<file path="src/rtl/fetch_ctrl_pkg.sv">
// Shared types and constants for the instruction-fetch front end.
package fetch_ctrl_pkg;
   localparam int          XLEN      = 32;
   localparam logic [31:0] NOP_INSTR = 32'h0000_0013;

   typedef enum logic [1:0] {BOOT, RUN, DRAIN} fetch_state_e;

   typedef struct packed {
      logic [XLEN-1:0] pc;
      logic [31:0]     instr;
      logic            filled;
   } fq_entry_t;
endpackage

</file>
<file path="src/rtl/fetch_ctrl_if.sv">
// Fetch-side bundle: EX redirect, instruction-memory channel and IF/ID handoff.
interface fetch_ctrl_if;
   import fetch_ctrl_pkg::*;

   logic            redirect_valid;
   logic [XLEN-1:0] redirect_pc;
   logic            imem_req_valid;
   logic            imem_req_ready;
   logic [XLEN-1:0] imem_req_addr;
   logic            imem_rsp_valid;
   logic [31:0]     imem_rsp_data;
   logic            id_valid;
   logic            id_ready;
   logic [XLEN-1:0] id_pc;
   logic [XLEN-1:0] id_pc_plus_4;
   logic [31:0]     id_instr;

   modport master (
      input  redirect_valid, redirect_pc, imem_req_ready, imem_rsp_valid, imem_rsp_data, id_ready,
      output imem_req_valid, imem_req_addr, id_valid, id_pc, id_pc_plus_4, id_instr
   );

   modport slave (
      output redirect_valid, redirect_pc, imem_req_ready, imem_rsp_valid, imem_rsp_data, id_ready,
      input  imem_req_valid, imem_req_addr, id_valid, id_pc, id_pc_plus_4, id_instr
   );
endinterface

</file>
<file path="src/rtl/fetch_queue.sv">
// Circular fetch queue: entries are allocated at request, filled in order at
// response and popped at the head toward decode.
module fetch_queue
   import fetch_ctrl_pkg::*;
#(
   parameter int DEPTH = 2
) (
   input  logic                   clk,
   input  logic                   rst,
   input  logic                   flush,
   input  logic                   alloc_en,
   input  logic [XLEN-1:0]        alloc_pc,
   input  logic                   fill_en,
   input  logic [31:0]            fill_instr,
   input  logic                   pop_en,
   output logic [$clog2(DEPTH):0] occupancy,
   output logic [$clog2(DEPTH):0] unfilled,
   output fq_entry_t              head
);
   localparam int PTR_W = $clog2(DEPTH);
   localparam int CNT_W = PTR_W + 1;

   fq_entry_t        ent [DEPTH];
   logic [PTR_W-1:0] head_ptr, tail_ptr, fill_ptr;

   assign head = ent[head_ptr];

   // Pointers wrap naturally because DEPTH is a power of two.
   always_ff @(posedge clk or posedge rst) begin
      if (rst) begin
         for (int i = 0; i < DEPTH; i++)
            ent[i] <= '{pc: '0, instr: NOP_INSTR, filled: 1'b0};
         head_ptr  <= '0;
         tail_ptr  <= '0;
         fill_ptr  <= '0;
         occupancy <= '0;
         unfilled  <= '0;
      end else if (flush) begin
         for (int i = 0; i < DEPTH; i++)
            ent[i].filled <= 1'b0;
         head_ptr  <= '0;
         tail_ptr  <= '0;
         fill_ptr  <= '0;
         occupancy <= '0;
         unfilled  <= '0;
      end else begin
         if (alloc_en) begin
            ent[tail_ptr].pc     <= alloc_pc;
            ent[tail_ptr].filled <= 1'b0;
            tail_ptr             <= tail_ptr + 1'b1;
         end
         if (fill_en) begin
            ent[fill_ptr].instr  <= fill_instr;
            ent[fill_ptr].filled <= 1'b1;
            fill_ptr             <= fill_ptr + 1'b1;
         end
         if (pop_en) begin
            ent[head_ptr].filled <= 1'b0;
            head_ptr             <= head_ptr + 1'b1;
         end
         occupancy <= occupancy + CNT_W'(alloc_en) - CNT_W'(pop_en);
         unfilled  <= unfilled + CNT_W'(alloc_en) - CNT_W'(fill_en);
      end
   end
endmodule

</file>
<file path="src/rtl/fetch_ctrl.sv">
// Fetch sequencer: owns the fetch PC, issues in-order imem requests and
// discards responses made stale by an EX redirect.
module fetch_ctrl
   import fetch_ctrl_pkg::*;
#(
   parameter logic [XLEN-1:0] RESET_VECTOR = 32'h0000_0000,
   parameter int              FQ_DEPTH     = 2
) (
   input logic          clk,
   input logic          rst,
   fetch_ctrl_if.master bus
);
   localparam int CNT_W = $clog2(FQ_DEPTH) + 1;

   fetch_state_e     state;
   logic [XLEN-1:0]  fetch_pc;
   logic [CNT_W-1:0] drop_cnt, occupancy, unfilled, drop_next, drain_left;
   fq_entry_t        head;
   logic             req_fire, pop_fire, fill_en;

   assign bus.imem_req_valid = (state == RUN) && (occupancy < CNT_W'(FQ_DEPTH)) && !bus.redirect_valid;
   assign bus.imem_req_addr  = fetch_pc;
   assign bus.id_valid       = head.filled && !bus.redirect_valid;
   assign bus.id_pc          = head.pc;
   assign bus.id_pc_plus_4   = head.pc + XLEN'(4);
   assign bus.id_instr       = head.instr;

   assign req_fire = bus.imem_req_valid && bus.imem_req_ready;
   assign pop_fire = bus.id_valid && bus.id_ready;
   assign fill_en  = bus.imem_rsp_valid && (state == RUN) && !bus.redirect_valid;

   // A response landing in the redirect cycle is itself one of the stale ones.
   assign drop_next  = drop_cnt + unfilled - CNT_W'(bus.imem_rsp_valid);
   assign drain_left = drop_cnt - CNT_W'(bus.imem_rsp_valid);

   fetch_queue #(.DEPTH(FQ_DEPTH)) u_queue (
      .clk        (clk),
      .rst        (rst),
      .flush      (bus.redirect_valid),
      .alloc_en   (req_fire),
      .alloc_pc   (fetch_pc),
      .fill_en    (fill_en),
      .fill_instr (bus.imem_rsp_data),
      .pop_en     (pop_fire),
      .occupancy  (occupancy),
      .unfilled   (unfilled),
      .head       (head)
   );

   always_ff @(posedge clk or posedge rst) begin
      if (rst) begin
         state    <= BOOT;
         fetch_pc <= RESET_VECTOR;
         drop_cnt <= '0;
      end else if (bus.redirect_valid) begin
         fetch_pc <= bus.redirect_pc;
         if (state == BOOT) begin
            state    <= RUN;
            drop_cnt <= '0;
         end else begin
            drop_cnt <= drop_next;
            state    <= (drop_next != '0) ? DRAIN : RUN;
         end
      end else begin
         case (state)
            BOOT:  state <= RUN;
            RUN:   if (req_fire) fetch_pc <= fetch_pc + XLEN'(4);
            DRAIN: begin
               drop_cnt <= drain_left;
               if (drain_left == '0) state <= RUN;
            end
            default: state <= BOOT;
         endcase
      end
   end

   // Every response must belong to either a live or a stale request.
   assert property (@(posedge clk) disable iff (rst)
      bus.imem_rsp_valid |-> (unfilled != '0 || drop_cnt != '0));
endmodule
</file>
<file path="src/flat_wrapper.sv">
// flat-port wrapper written by rule: the top's interface ports become plain ports
module fetch_ctrl_flat import fetch_ctrl_pkg::*;
#(
   parameter logic [XLEN-1:0] RESET_VECTOR = 32'h0000_0000,
   parameter int              FQ_DEPTH     = 2
)
  (clk, rst, bus_redirect_valid, bus_redirect_pc, bus_imem_req_ready, bus_imem_rsp_valid, bus_imem_rsp_data, bus_id_ready, bus_imem_req_valid, bus_imem_req_addr, bus_id_valid, bus_id_pc, bus_id_pc_plus_4, bus_id_instr);
  fetch_ctrl_if bus_i ();
  input logic clk;
  input logic rst;
  input wire logic [$bits(bus_i.redirect_valid)-1:0] bus_redirect_valid;
  input wire logic [$bits(bus_i.redirect_pc)-1:0] bus_redirect_pc;
  input wire logic [$bits(bus_i.imem_req_ready)-1:0] bus_imem_req_ready;
  input wire logic [$bits(bus_i.imem_rsp_valid)-1:0] bus_imem_rsp_valid;
  input wire logic [$bits(bus_i.imem_rsp_data)-1:0] bus_imem_rsp_data;
  input wire logic [$bits(bus_i.id_ready)-1:0] bus_id_ready;
  output wire logic [$bits(bus_i.imem_req_valid)-1:0] bus_imem_req_valid;
  output wire logic [$bits(bus_i.imem_req_addr)-1:0] bus_imem_req_addr;
  output wire logic [$bits(bus_i.id_valid)-1:0] bus_id_valid;
  output wire logic [$bits(bus_i.id_pc)-1:0] bus_id_pc;
  output wire logic [$bits(bus_i.id_pc_plus_4)-1:0] bus_id_pc_plus_4;
  output wire logic [$bits(bus_i.id_instr)-1:0] bus_id_instr;
  assign bus_i.redirect_valid = bus_redirect_valid;
  assign bus_i.redirect_pc = bus_redirect_pc;
  assign bus_i.imem_req_ready = bus_imem_req_ready;
  assign bus_i.imem_rsp_valid = bus_imem_rsp_valid;
  assign bus_i.imem_rsp_data = bus_imem_rsp_data;
  assign bus_i.id_ready = bus_id_ready;
  assign bus_imem_req_valid = bus_i.imem_req_valid;
  assign bus_imem_req_addr = bus_i.imem_req_addr;
  assign bus_id_valid = bus_i.id_valid;
  assign bus_id_pc = bus_i.id_pc;
  assign bus_id_pc_plus_4 = bus_i.id_pc_plus_4;
  assign bus_id_instr = bus_i.id_instr;
  fetch_ctrl #(.RESET_VECTOR(RESET_VECTOR), .FQ_DEPTH(FQ_DEPTH)) u_core (.clk(clk), .rst(rst), .bus(bus_i));
endmodule
</file>
<file path="config.mk">
export PLATFORM = sky130hd
export DESIGN_NAME = fetch_ctrl_flat
export DESIGN_NICKNAME = d
export VERILOG_FILES = /design/src/rtl/fetch_ctrl_pkg.sv /design/src/rtl/fetch_ctrl_if.sv /design/src/rtl/fetch_queue.sv /design/src/rtl/fetch_ctrl.sv /design/src/flat_wrapper.sv
export SDC_FILE = /design/constraint.sdc
export NUM_CORES = 1
export LEC_CHECK = 0
export CAP_MARGIN = 20
export CORE_MARGIN = 1.5
export CORE_UTILIZATION = 45
export CTS_BUF_LIST = sky130_fd_sc_hd__clkbuf_4
export CTS_CLUSTER_SIZE = 40
export DETAILED_ROUTE_END_ITERATION = 12
export PLACE_DENSITY = 0.73
export REMOVE_ABC_BUFFERS = 1
export SYNTH_ARGS = -nofsm -noshare
export SYNTH_HDL_FRONTEND = slang
export SYNTH_HIERARCHICAL = 1
export SYNTH_SLANG_ARGS = --single-unit
</file>
<file path="constraint.sdc">
create_clock -name clk -period 5.76 [get_ports clk]
set_clock_uncertainty 0.05 [all_clocks]
set_input_delay 0.576 -clock clk [delete_from_list [all_inputs] [get_ports clk]]
set_output_delay 0.576 -clock clk [all_outputs]
set_load 0.03 [all_outputs]
</file>
==> summary.txt, run 1 <==
Timing
  • Slew HR: 20.7%
  • Actual slew at the worst max-slew pin: 1.18 ns
  • Final Cycle Share: 85.8%
  • WHS: 0.458 ns
  • Setup TNS Final: 0 ns
  • Final worst-path setup slack: 0.818 ns
  • Fmax: 202 MHz
  • Slew Viols, Final: 0
  • RSZ-0062 raised after global routing: false
  • Fin crit period: 4.94 ns
  • Final count of hold timing violations: 0
  • Setup violations, final: 0

Finish
  • Number of inserted diodes: 0
  • Non-Filler Instances: 1202
  • Synthesis-to-layout area growth: 27.4%
  • Layout cell share with drive strength beyond 1: 27.0%
  • Nets: 1003

Clocking
  • Worst-Skew Late Latency: 0.57 ns
  • # H-tree levels: 4
  • Hold_buf cts: 0
  • Reg clk slew, reported paths: 0.16 ns
  • CTS sink cnt: 173
  • CTS max path bufs: 2
  • Post_cts resized: 0
  • CTS buffer count: 17
  • Post-CTS Setup Bufs: 0
  • TritonCTS clock tree: built
  • Clock Root Buffer: clkbuf_4

Yosys
  • Yosys reg bits: 173
  • Sequential share of the synthesized area: 48.5%
  • Post-Syn Instances: 733
  • Synth warn: 6
  • Yosys cell types: 62
  • Synth area leaders: dfrtp_1 (47%), mux2_2 (24%), xnor2_1 (2.2%)
  • Syn Std Cell Area: 0.00894 mm²
  • Post-synth top area cell: dfrtp_1
  • Primary FF master, synth: dfrtp_1
  • Async SR Flop Fraction: 100%
  • Share of Yosys cell area claimed by the top area cell type: 46.8%
  • Syn avg cell area: 12.2 µm²
  • EDFF count, synth: 0

Placement
  • Gp weighted congestion: 0.849
  • Placed Cells: 1170
  • DP HPWL: 16600 µm
  • DP Worst Slack: 1.47 ns
  • IO Port Bufs: 199

Floorplanning
  • Die width: 144 µm
  • Die area: 0.0207 mm²
  • Core area: 0.0195 mm²
  • Initial Utilization: 45.9%
  • # rows: 51
  • I/O Pins: 200
  • Die height: 144 µm

Setup path
  • Worst r2r src: u_core/state[1]
  • Critical path arrival: 4.32 ns
  • CP Cell Sequence: buf_4 -> mux2_2 -> nand2_1 -> nor4_1 -> nand4_1 -> xnor2_1 -> clkdlybuf4s50_1
  • CP max FO: 28
  • CP required: 5.13 ns
  • Worst setup SP type: flop
  • Worst setup EP type: output pin
  • Crit Path Class: reg -> out
  • Max stage delay on crit path: 0.89 ns
  • R2R Setup Slk: 2.05 ns
  • R2R depth: 8
  • Slowest-stage cell, CP: nor4_1

Route
  • # DRC: 0
  • Routed len/inst: 19.7 µm
  • Routed via count: 6786
  • DRT Pass-1 Iters: 5
  • Starting DRT DRC Count: 393
  • Via/cell ratio: 5.65
  • Routed wire length: 23600 µm
  • Post-route ant nets: 0

Worst hold path
  • Hold Path Class: reg -> reg
  • Hold Crit Depth: 1

Job
  • Maximum Capacitance Violations: 0

Global route
  • Pin count of the biggest net entering global routing: 89
  • Vias in the first global route: 6577
  • Initial antenna violation count: 1
  • First-pass GRT wire length: 36600 µm
  • Total track usage: 23.0%
  • Remaining Overflow, GRT: 0

Power and ir drop
  • Leakage: 0.00477 µW
  • Pwr Density: 469 mW/mm²
  • Total power: 5340 µW
  • VDD IR-drop max: 0.361 mV

Outcome
  • Status: finished clean
==> metal layers <==
layer / track usage [%] / part of all wire (%)
met1: 31.9 / 45
met2: 35.2 / 45
met3: 6.10 / 8.2
met4: 7.25 / 1.5
met5: 0 / 0.055
==> synth_stat cells (all sizes together), types with 4 or more instances <==
master / number
clkbuf: 11
dfstp: 6
and4: 7
nand3: 28
nand2: 34
ha: 9
or4: 11
and2: 5
o211ai: 5
o311ai: 7
nor3: 16
buf: 27
nor4: 10
a31oi: 9
o31ai: 7
a221o: 4
and3: 8
xnor2: 22
nor2: 27
nor2b: 7
a311oi: 4
inv: 18
nand4: 21
a22oi: 5
mux2: 196
a21oi: 8
xor2: 17
dfrtp: 167
==> layout make-up <==
cell class / instances / area (µm²)
clock inverters: 15 / 151
inverters: 18 / 77.6
clock buffers: 17 / 128
well taps: 265 / 332
multi-input cells: 504 / 4280
fillers: 1681 / 8070
flip-flops and latches: 173 / 4340
repair buffers: 210 / 2080
==> critical path, delay by kind of cell (launching register included) <==
family	cells	cell delay [ns]
buffers and inverters	2	1.03
xor gates and xnor gates	1	0.25
DFF	1	0.81
and+or+nand+nor	3	1.34
muxes	1	0.29
==> cells in the final DEF, fill, tap and decap left out, types with 8 or more instances in the layout <==
| cell type | Yosys | final |
|---|---|---|
| xnor2_1 | 22 | 22 |
| nand3_1 | 28 | 28 |
| nand4_1 | 20 | 20 |
| ha_1 | 9 | 9 |
| clkbuf_4 | 0 | 17 |
| or4_1 | 11 | 11 |
| clkdlybuf4s50_1 | 0 | 198 |
| nor3_1 | 15 | 15 |
| a21oi_1 | 8 | 8 |
| a31oi_1 | 9 | 9 |
| xor2_1 | 17 | 17 |
| and3_1 | 8 | 8 |
| buf_4 | 3 | 10 |
| inv_1 | 16 | 15 |
| nor4_1 | 9 | 9 |
| nand2_1 | 34 | 34 |
| mux2_2 | 189 | 189 |
| dfrtp_1 | 167 | 166 |
| nor2_1 | 27 | 27 |
==> worst max-delay path by stage <==
stage | from | end | slack (ns) | cells after the start
floorplan | u_core/u_queue/head_ptr | bus_id_pc_plus_4[22] | 1.32 | 6
global placement | u_core/u_queue/head_ptr | bus_id_pc_plus_4[31] | 1.56 | 7
detailed placement | u_core/u_queue/head_ptr | bus_id_pc_plus_4[31] | 1.47 | 7
CTS | u_core/u_queue/head_ptr | bus_id_pc_plus_4[31] | 0.81 | 7
global route | u_core/u_queue/head_ptr | bus_id_pc_plus_4[31] | 0.66 | 6
finish | u_core/u_queue/head_ptr | bus_id_pc_plus_4[31] | 0.82 | 7
==> cell families (layout without fill, tap and decap cells) <==
logic type / after synthesis / after routing / synth area share, %
AND/OR/NAND/NOR: 188 / 188 / 12.0
multiplexers: 197 / 197 / 24.8
XOR/XNOR: 39 / 39 / 3.82
AO/OA/AOI/OAI: 71 / 71 / 6.02
buffers and inverters: 56 / 260 / 3.57
flip-flops: 173 / 173 / 48.5
adder cells (fa/ha/maj): 9 / 9 / 1.26
==> through the flow <==
step / instance area (µm²) / util, %
global route: 11400 / 58.5
detailed placement: 11100 / 57.1
CTS: 11400 / 58.5
finish: 11400 / 58.5
global placement: 11100 / 57.1
floorplan: 8690 / -
==> report_power, final <==
part           total (µW)  switching, µW  internal, µW  leakage, µW
clock network         694            464           229     0.000143
registers            1870            259          1610      0.00219
logic                2780           1500          1280      0.00244
(Power assumes the default switching activity.)
==> run 2: changes to the inputs <==
CTS_CLUSTER_SIZE = 16   (was 40)
HOLD_SLACK_MARGIN = 0.03   (was unset)
==> results of run 2 <==
The final DEF is identical to that of run 1; final timing and power are the same.
==> run 3: changes to the inputs <==
CORE_UTILIZATION = 40   (was 45)
PLACE_DENSITY = 0.66   (was 0.73)
==> summary.txt, run 3 (synthesis gave the netlist of run 1 again) <==
Outcome
  • Status: finished clean

Setup path
  • Max stage delay on crit path: 0.93 ns (+0.04 ns)
  • CP max FO: 28 (unchanged)
  • Critical path arrival: 4.17 ns (-0.15 ns)
  • R2R Setup Slk: 2.06 ns (about the same)
  • Worst setup SP type: flop
  • Slowest-stage cell, CP: nor4_1
  • Critical path origin: u_core/u_queue/head_ptr
  • Crit Path Class: reg -> out
  • Worst setup EP type: output pin
  • R2R depth: 8 (unchanged)
  • CP Cell Sequence: mux2_2 -> nand3_1 -> nor4_1 -> nand4_1 -> xnor2_1 -> clkdlybuf4s50_1
  • Crit path capture: bus_id_pc_plus_4[31]
  • Worst r2r src: u_core/state[1]
  • CP required: 5.13 ns (about the same)

Floorplanning
  • I/O Pins: 200 (unchanged)
  • Die area: 0.0232 mm² (+12%)
  • Initial Utilization: 40.8% (-5.1 points)
  • Die height: 152 µm (+5.9%)
  • # rows: 54 (+5.9%)
  • Die width: 152 µm (+5.9%)
  • Core area: 0.0219 mm² (+12%)

Placement
  • Placed Cells: 1184 (+1.2%)
  • DP Area: 0.0111 mm² (about the same)
  • IO Port Bufs: 199 (unchanged)
  • DP HPWL: 16500 µm (-0.62%)
  • DP Worst Slack: 1.49 ns (+0.0239 ns)
  • Gp weighted congestion: 0.852 (+0.35%)

Clocking
  • CTS max path bufs: 2 (unchanged)
  • CTS sink cnt: 173 (unchanged)
  • TritonCTS clock tree: built
  • CTS buffer count: 17 (unchanged)
  • Hold_buf cts: 0 (unchanged)
  • Worst-Skew Late Latency: 0.58 ns (about the same)
  • Reg clk slew, reported paths: 0.15 ns (about the same)
  • Clock Root Buffer: clkbuf_4
  • Post-CTS Setup Bufs: 0 (unchanged)
  • Post_cts resized: 0 (unchanged)
  • # H-tree levels: 4 (unchanged)

Finish
  • Final core utilization: 52.0% (-6.5 points)
  • Nets: 1002 (-0.10%)
  • Commonest non-fill, non-tap cell in the layout: clkdlybuf4s50_1
  • Reg area: 0.00434 mm² (unchanged)
  • Layout cell share with drive strength beyond 1: 27.0% (+0.029 points)
  • Commonest non-fill, non-tap cells in the layout: clkdlybuf4s50_1 (198), mux2_2 (189), dfrtp_1 (166), nand2_1 (34), nand3_1 (28)
  • Finished Cell Area: 0.0114 mm² (about the same)
  • Non-Filler Instances: 1217 (+1.2%)
  • FILL cells: 1957 (+16%)
  • Synthesis-to-layout area growth: 27.4% (about the same)
  • Footprint of the multi-input gates: 0.00428 mm² (unchanged)

Timing
  • Final count of hold timing violations: 0 (unchanged)
  • Final worst-path setup slack: 0.962 ns (+0.145 ns)
  • Slew HR: 28.1% (+7.4 points)
  • Slew Viols, Final: 0 (unchanged)
  • Final Cycle Share: 83.3% (-2.5 points)
  • Setup violations, final: 0 (unchanged)
  • Setup TNS Final: 0 ns (unchanged)
  • Actual slew at the worst max-slew pin: 1.07 ns (-0.110 ns)
  • RSZ-0062 raised after global routing: false
  • Fmax: 208 MHz (+3.0%)
  • Fin crit period: 4.80 ns (-0.145 ns)

Route
  • Routed len/inst: 19.8 µm (+0.53%)
  • Starting DRT DRC Count: 434 (+10%)
  • Routed via count: 6708 (-1.1%)
  • Via/cell ratio: 5.51 (-2.4%)
  • DRT Pass-1 Iters: 5 (unchanged)
  • Routed wire length: 24100 µm (+1.8%)
  • # DRC: 0 (unchanged)
  • Post-route ant nets: 0 (unchanged)

Global route
  • Remaining Overflow, GRT: 0 (unchanged)
  • Total track usage: 20.7% (-2.3 points)
  • First-pass GRT wire length: 38000 µm (+3.7%)
  • Vias in the first global route: 6502 (-1.1%)
  • Pin count of the biggest net entering global routing: 83 (-6.7%)
  • Initial antenna violation count: 1 (unchanged)

Power and ir drop
  • Leakage: 0.00477 µW (about the same)
  • Switching Fraction: 42.2% (+0.52 points)
  • Switching power of the nets: 2250 µW (+0.94%)
  • VDD IR-drop max: 0.266 mV (-26%)
  • Sequential share of power: 34.9% (about the same)
  • Pwr Density: 468 mW/mm² (-0.28%)
  • Comb pwr share: 52.1% (about the same)
  • Clock power frac: 13.0% (about the same)
  • Internal Pwr Total: 3080 µW (-1.2%)

Job
  • Maximum Capacitance Violations: 0 (unchanged)

Worst hold path
  • Hold Path Class: reg -> reg
-- run 3: per-layer routing --
metal / share of wire (%) / GRT usage [%] / up-vias
met5: 0 / 0 / -
met4: 1.3 / 5.95 / 0
met3: 6.9 / 4.69 / 25
met2: 44 / 30.9 / 251
met1: 48 / 30.2 / 3314
li1: - / - / 3118
-- run 3: how the worst min path moves through the flow --
stage | from | end | slack (ns) | depth (start not counted)
detailed placement | flop | flop | 0.43 | 1
CTS | flop | flop | 0.46 | 1
global placement | flop | flop | 0.42 | 1
global route | flop | flop | 0.48 | 1
floorplan | flop | flop | 0.40 | 1
finish | flop | flop | 0.45 | 1
-- run 3: through the flow --
stage | total power, µW | hold WS, ns
finish | 5320 | 0.452
global placement | 4650 | 0.416
floorplan | 3590 | 0.404
global route | 5620 | 0.484
CTS | 5370 | 0.459
detailed placement | 4660 | 0.425
-- run 3: power groups by stage --
stage	Clock, µW	Combinational [µW]	Sequential, µW
4_1_cts	722	2790	1860
2_1_floorplan	0	1730	1860
3_5_place_dp	0	2770	1890
6_report	693	2770	1860
3_3_place_gp	0	2770	1880
5_1_grt	766	2940	1920
-- run 3: critical path, delay by kind of cell, from the launching register on --
kind	cells	cell delay, ns
AND/OR/NAND/NOR	3	1.46
XOR/XNOR	1	0.23
flip-flops	1	0.85
multiplexers	1	0.36
buffers and inverters	1	0.69
-- run 3: cell type report --
cell class	count	share of cell area (%)
Antenna cell	1	0.0220
Clock buffer	17	1.12
Clock inverter	15	1.29
Inverter	18	0.681
Multi-Input combinational cell	504	37.6
Sequential cell	173	38.1
Tap cell	280	3.08
Timing Repair Buffer	209	18.1
